File: src/rtl/axi_tone_slave.sv
// AXI-lite style write-only register slave driving a square-wave tone generator.
// Registers: addr 0 = NOTE[6:0], addr 1 = CTRL (bit0 enable); other addresses answer SLVERR.
module axi_tone_slave #(
  parameter int unsigned PRESCALE = 256
) (
  input  logic       clk,
  input  logic       reset,
  input  logic [3:0] AWADDR,
  input  logic       AWVALID,
  output logic       AWREADY,
  input  logic [6:0] WDATA,
  input  logic       WVALID,
  output logic       WREADY,
  output logic       BVALID,
  input  logic       BREADY,
  output logic [1:0] BRESP,
  output logic       audio_out,
  output logic       note_active
);

  localparam int unsigned NOTE_W  = 7;
  localparam int unsigned ADDR_W  = 4;
  localparam int unsigned CNT_W   = 16;
  localparam int unsigned PROD_W  = NOTE_W + $clog2(PRESCALE + 1);
  localparam int unsigned HP_W    = (PROD_W > CNT_W) ? PROD_W : CNT_W;

  localparam logic [1:0] RESP_OKAY   = 2'b00;
  localparam logic [1:0] RESP_SLVERR = 2'b10;

  typedef enum logic [1:0] {
    IDLE  = 2'd0,
    WRITE = 2'd1,
    RESP  = 2'd2
  } state_t;

  state_t              state;
  logic                aw_held;
  logic                w_held;
  logic [ADDR_W-1:0]   addr_q;
  logic [NOTE_W-1:0]   data_q;
  logic [NOTE_W-1:0]   note;
  logic                enable;
  logic [CNT_W-1:0]    tone_cnt;

  logic                aw_beat;
  logic                w_beat;
  logic                aw_next;
  logic                w_next;
  logic                running;
  logic                note_wr;
  logic [HP_W-1:0]     hp;
  logic [HP_W-1:0]     hp_last;

  // Handshake qualifiers, tone-run condition and half-period arithmetic
  always_comb begin
    aw_beat = AWVALID & AWREADY;
    w_beat  = WVALID & WREADY;
    aw_next = aw_held | aw_beat;
    w_next  = w_held | w_beat;
    running = enable && (note != '0);
    note_wr = (state == WRITE) && (addr_q == ADDR_W'(0));
    hp      = HP_W'(note) * HP_W'(PRESCALE);
    hp_last = hp - HP_W'(1);
  end

  // Write-channel FSM: collect AW and W in any order, commit once, hold response until BREADY
  always_ff @(posedge clk or posedge reset) begin
    if (reset) begin
      state   <= IDLE;
      aw_held <= 1'b0;
      w_held  <= 1'b0;
      addr_q  <= '0;
      data_q  <= '0;
      AWREADY <= 1'b0;
      WREADY  <= 1'b0;
      BVALID  <= 1'b0;
      BRESP   <= RESP_OKAY;
      note    <= '0;
      enable  <= 1'b1;
    end else begin
      case (state)
        IDLE: begin
          if (aw_beat) addr_q <= AWADDR;
          if (w_beat)  data_q <= WDATA;
          aw_held <= aw_next;
          w_held  <= w_next;
          if (aw_next && w_next) begin
            state   <= WRITE;
            AWREADY <= 1'b0;
            WREADY  <= 1'b0;
          end else begin
            AWREADY <= !aw_next;
            WREADY  <= !w_next;
          end
        end
        WRITE: begin
          state  <= RESP;
          BVALID <= 1'b1;
          if (addr_q == ADDR_W'(0)) begin
            note  <= data_q;
            BRESP <= RESP_OKAY;
          end else if (addr_q == ADDR_W'(1)) begin
            enable <= data_q[0];
            BRESP  <= RESP_OKAY;
          end else begin
            BRESP <= RESP_SLVERR;
          end
        end
        RESP: begin
          if (BREADY) begin
            state   <= IDLE;
            BVALID  <= 1'b0;
            aw_held <= 1'b0;
            w_held  <= 1'b0;
            AWREADY <= 1'b1;
            WREADY  <= 1'b1;
          end
        end
        default: begin
          state <= IDLE;
        end
      endcase
    end
  end

  // Tone counter: NOTE writes restart the phase; idle forces counter and output low
  always_ff @(posedge clk or posedge reset) begin
    if (reset) begin
      tone_cnt    <= '0;
      audio_out   <= 1'b0;
      note_active <= 1'b0;
    end else begin
      note_active <= running;
      if (note_wr || !running) begin
        tone_cnt  <= '0;
        audio_out <= 1'b0;
      end else if (HP_W'(tone_cnt) == hp_last) begin
        tone_cnt  <= '0;
        audio_out <= ~audio_out;
      end else begin
        tone_cnt <= tone_cnt + CNT_W'(1);
      end
    end
  end

endmodule

File: config.mk
export PLATFORM = sky130hd
export DESIGN_NAME = axi_tone_slave
export DESIGN_NICKNAME = d
export VERILOG_FILES = /design/src/rtl/axi_tone_slave.sv
export SDC_FILE = /design/constraint.sdc
export NUM_CORES = 1
export LEC_CHECK = 0
export ABC_AREA = 1
export ABC_CLOCK_PERIOD_IN_PS = 5000
export BUFFER_PORTS_ARGS = -buffer_cell sky130_fd_sc_hd__buf_4
export CAP_MARGIN = 20
export CORE_MARGIN = 5
export CORE_UTILIZATION = 40
export CTS_BUF_LIST = sky130_fd_sc_hd__clkbuf_8
export DETAILED_ROUTE_END_ITERATION = 10
export GPL_TIMING_DRIVEN = 0
export PLACE_DENSITY_LB_ADDON = 0.2
export SYNTH_ARGS = -nofsm -noshare
export SYNTH_HDL_FRONTEND = slang
export SYNTH_SLANG_ARGS = --single-unit
File: constraint.sdc
create_clock -name clk -period 5 [get_ports clk]
set_clock_uncertainty 0.15 [all_clocks]
set_input_delay 1 -clock clk [delete_from_list [all_inputs] [get_ports clk]]
set_output_delay 1 -clock clk [all_outputs]
set_load 0.01 [all_outputs]
==> Word-level counts from Yosys, hierarchy flattened <==
Cells that the tools add are included.
{ "word_totals": {"out_inout_bits": 7, "mem_bits_ro": 0, "inputBits": 16, "latch_bits": 0, "n_memories": 0, "ram_bits": 0, "elab_cells": 66, "ff_bits": 46} }
{ "op_classes": {"eq_ne": 6, "multipliers": 0, "n_bitwise": 6, "div_mod_pow": 0, "muxes": 18, "n_shift": 0, "reduce_logical": 20, "magnitude_cmp": 0, "n_addsub": 2} }
{ "op_table": {"columns": ["op", "n"], "rows": [
  ["$mux W16", 2],
  ["$add A16 B1 Y16 const B", 1],
  ["$eq A16 B16 Y1", 1],
  ["$sub A15 B1 Y16 const B", 1],
  ["$reduce_and A2 Y1", 6],
  ["$pmux W1 S2", 5],
  ["$mux W2", 4],
  ["$reduce_bool A7 Y1", 1],
  ["$mux W1", 6],
  ["$pmux W2 S3", 1],
  ["$reduce_bool A2 Y1", 3],
  ["$eq A4 B1 Y1 const B", 1],
  ["$logic_not A4 Y1", 1],
  ["$ne A2 B2 Y1 const B", 2],
  ["$logic_and A1 B1 Y1", 3],
  ["$logic_not A1 Y1", 3],
  ["$reduce_and A3 Y1", 1],
  ["$and A1 B1 Y1", 2],
  ["$eq A2 B1 Y1 const B", 1],
  ["$eq A2 B2 Y1 const B", 1],
  ["$logic_not A2 Y1", 1],
  ["$not A1 Y1", 2],
  ["$or A1 B1 Y1", 2],
  ["$logic_or A1 B1 Y1", 1]
]} }

==> Logic depth before layout (Yosys ltp) <==
{ "depth": {"depth_word": 5, "mapped_depth": 12, "depth_no_buf": 12} }

==> Worst setup path after synthesis <==
No wires, ideal clock.
{ "synth_timing": {"path_kind": "input -> register", "startpoint": "input port WVALID", "endpoint": "register data_q[1]", "path_slack_ns": 3.162, "stages": 2, "t_arrival_ns": 1.563, "n_path_buf": 0, "setup_ns": 0.125, "t_required_ns": 4.725, "path_cell_list": "nand3_1 -> mux2_2"} }
{ "synth_between": {"elab_chain_cells": 2} }
{ "synth_lines": {"columns": ["element", "line_no", "source"], "rows": [
  ["from (decl)", "12", "input logic WVALID,"],
  ["$and A1 B1 Y1", "57", "w_beat = WVALID & WREADY;"],
  ["$reduce_and A2 Y1 (no source line)", null, null],
  ["to (signal assigned)", "73", "data_q <= '0;"],
  ["to (signal assigned)", "84", "if (w_beat) data_q <= WDATA;"],
  ["to (decl)", "40", "logic [NOTE_W-1:0] data_q;"]
]} }
Every way passes these cells.
A chain may end at the register's enable or synchronous reset.

==> Final worst setup path <==
{ "layout_timing": {"startpoint": "register note[0]", "endpoint": "register tone_cnt[5]"} }
{ "layout_between": {"elab_chain_cells": 5, "word_cells_on_any_way": 8, "classes_between": "add/sub: 1; eq/ne: 1; mux: 2; reduce/logical: 4"} }
{ "layout_lines": {"columns": ["element", "line_no", "source"], "rows": [
  ["from (decl)", "41", "logic [NOTE_W-1:0] note;"],
  ["from (signal assigned)", "100", "note <= data_q;"],
  ["parallel branches: the longest is 4 deep, another holds $sub A15 B1 Y16", null, null],
  ["$mux W16 *", "134", "if (note_wr || !running) begin"],
  ["to (signal assigned)", "141", "tone_cnt <= tone_cnt + CNT_W'(1);"],
  ["to (decl)", "43", "logic [CNT_W-1:0] tone_cnt;"]
]} }
Mark *: on every way between the ends.

==> flow_summary.yaml <==
clocking:
  cts_resized: 0
  post_cts_buffers: 0
  htree_levels: 2
  cts_buffers: 5
  clkLatencyLatePin_ns: 0.30
  cts-root-buf: "clkbuf_8"
  cts_tree: "built"
  clk_pin_slew_worst_paths_ns: 0.08
  cts_sinks: 45
  cts_buffer_depth: 2
  holdBufCountCts: 0
synthesis:
  synthTopCellsByArea: "dfrtp_1 48%, nand2_1 9.5%, nor2_1 5.9%, inv_1 5.2%, mux2_2 4.9%"
  syn_nets: 285
  synth_cells: 266
  synth_top_area_share_pct: 47.85
  syn_area_per_cell_um2: 8.650
  synth_area_leader_cell: "dfrtp_1"
  ys_seq_area_share_pct: 48.99
  yosys_warnings: 0
  synth_area_um2: 2301
  synth.distinct_cells: 29
  ys_seq_elements: 45
die:
  rows: 27
  io_pins: 23
  die_h_um: 85.85
  start_util_pct: 41.53
  die_w_um: 85.85
  die_area_um2: 7369
  coreArea_um2: 5540
grt:
  grt_pass1_wl_um: 7479
  grt_pass1_vias: 1711
  antenna_found_initial: 0
  grt_max_degree: 32
  track_usage_pct: 12.80
  globalRouteOverflowTotal: 0
sta:
  finalSetupTns_ns: 0
  worst_hold_slack_ns: 0.3177
  hold_viol_final: 0
  max_freq_mhz: 492.9
  period_share_pct: 40.58
  rsz0062_at_grt: "false"
  drv_slew: 0
  min_period_ns: 2.029
  setup_viol: 0
drt:
  route.detailed.drc: 0
  drtPass1Iterations: 4
  vias: 1690
  drt_iter0_markers: 54
  routed-wl-met3_um: 136
  wirelength_um: 4117
  wl_met2_um: 1935
  met1Wirelength_um: 1971
  ant_nets: 0
  viasPerCell: 4.592
  routed.top_layer: "met4"
  avgRoutedWirePerCell_um: 11.19
placement:
  gp_congestion: 0.8239
  dp_cells: 360
  port_buffers: 21
  dp_hpwl_um: 3207
final_layout:
  drive_gt1_share_pct: 22.97
  utilization_pct: 48.37
  layout_common_cells: "58 x nand2_1, 44 x dfrtp_1, 36 x nor2_1"
  fin_cells: 368
  diodes: 0
  nNetsFinal: 314
  area_growth_pct: 16.48
  nFillCells: 557
  final_common_cell: "nand2_1"
worst_setup_path:
  cp.required_ns: 5.04
  setup.worst_path.start_class: "flip-flop"
  critPathCaptureType: "flip-flop"
  cp.arrival_ns: 2.07
  worst-setup-path-type: "reg2reg"
  crit_fanout: 10
power_and_ir_drop:
  powerDensity_nw_per_um2: 489.2
  p_leak_nw: 1.255
  max-vdd-ir-drop_v: 0.0002772
  total_power_mw: 1.311
job:
  cap_violations: 0
hold_path:
  hold_class: "reg2reg"
run_status:
  status: "completed"
## final cells by class
| cell class | count | area (um^2) | share of cell area [%] |
|---|---|---|---|
| repair buffers | 22 | 177.7 | 6.629 |
| clock inverters | 3 | 42.54 | 1.587 |
| plain buffers | 4 | 50.05 | 1.867 |
| flip-flops and latches | 45 | 1127 | 42.06 |
| multi-input cells | 183 | 996.0 | 37.16 |
| inverters | 34 | 127.6 | 4.762 |
| well taps | 72 | 90.09 | 3.361 |
| clock buffers | 5 | 68.82 | 2.568 |
## critical path, cell delays in order (launching register included)
cell	delay [ns]
dfrtp_1	0.41
inv_1	0.12
ha_1	0.34
inv_1	0.05
nand2_1	0.05
nand2_1	0.04
nor2_1	0.10
nand3_1	0.09
nor2_2	0.16
nand3_2	0.12
nand2_4	0.10
buf_12	0.15
nor2_2	0.04
## worst paths after layout
path	from	end	slack, ns	cells after the start
max in group asynchronous	reset	enable	3.64	3
worst max-delay path	note[0]	tone_cnt[5]	2.97	12
worst min-delay path	tone_cnt[0]	tone_cnt[0]	0.32	1
worst min register to register	tone_cnt[0]	tone_cnt[0]	0.32	1
min in group asynchronous	reset	AWREADY	0.51	2
worst max register to register	note[0]	tone_cnt[5]	2.97	12
## per-stage QoR
| stage | worst slack, ns | cell area (um^2) |
|---|---|---|
| finish | 2.971 | 2680 |
| global route | 2.761 | 2680 |
| CTS | 2.955 | 2680 |
| detailed placement | 2.923 | 2569 |
| global placement | 2.115 | 2549 |
| floorplan | 2.792 | 2301 |
## sequential cells by signal (all words and copies together), names as in the netlist, 2 cells and up
| name | flops |
|---|---|
| state | 2 |
| addr_q | 4 |
| note | 7 |
| data_q | 7 |
| tone_cnt | 16 |
## logic make-up after synthesis
family	count (synthesis)	synth area share [%]
simple gates	136	26.10
flops	45	48.99
buf+inv	38	7.722
compound gates	19	5.166
xor+xnor	14	5.329
mux	10	4.894
fa+ha+maj	3	1.631
other cells	1	0.1630
## power breakdown
group,leakage (nW),internal [mW],total (mW),switching [mW]
combinational,0.625,0.213,0.486,0.272
sequential,0.571,0.479,0.556,0.0768
clock,0.0595,0.148,0.270,0.122
total,1.26,0.840,1.31,0.471
## per-layer routing
layer / track usage (%) / vias up
met1: 16.04 / 769
li1: - / 886
met2: 21.26 / 28
met5: 0 / -
met3: 3.266 / 7
met4: 4.748 / 0
## synthesized netlist by cell type (all sizes together)
master / count
a21oi: 8
buf: 4
conb: 1
dfrtp: 44
dfstp: 1
ha: 3
inv: 34
mux2: 10
nand2: 59
nand3: 18
nand4: 1
nor2: 52
nor3: 3
nor3b: 1
o21a: 4
o21ai: 5
o22ai: 2
or2: 2
xnor2: 3
xor2: 11
No activity file was read; power rests on OpenSTA's default activity.
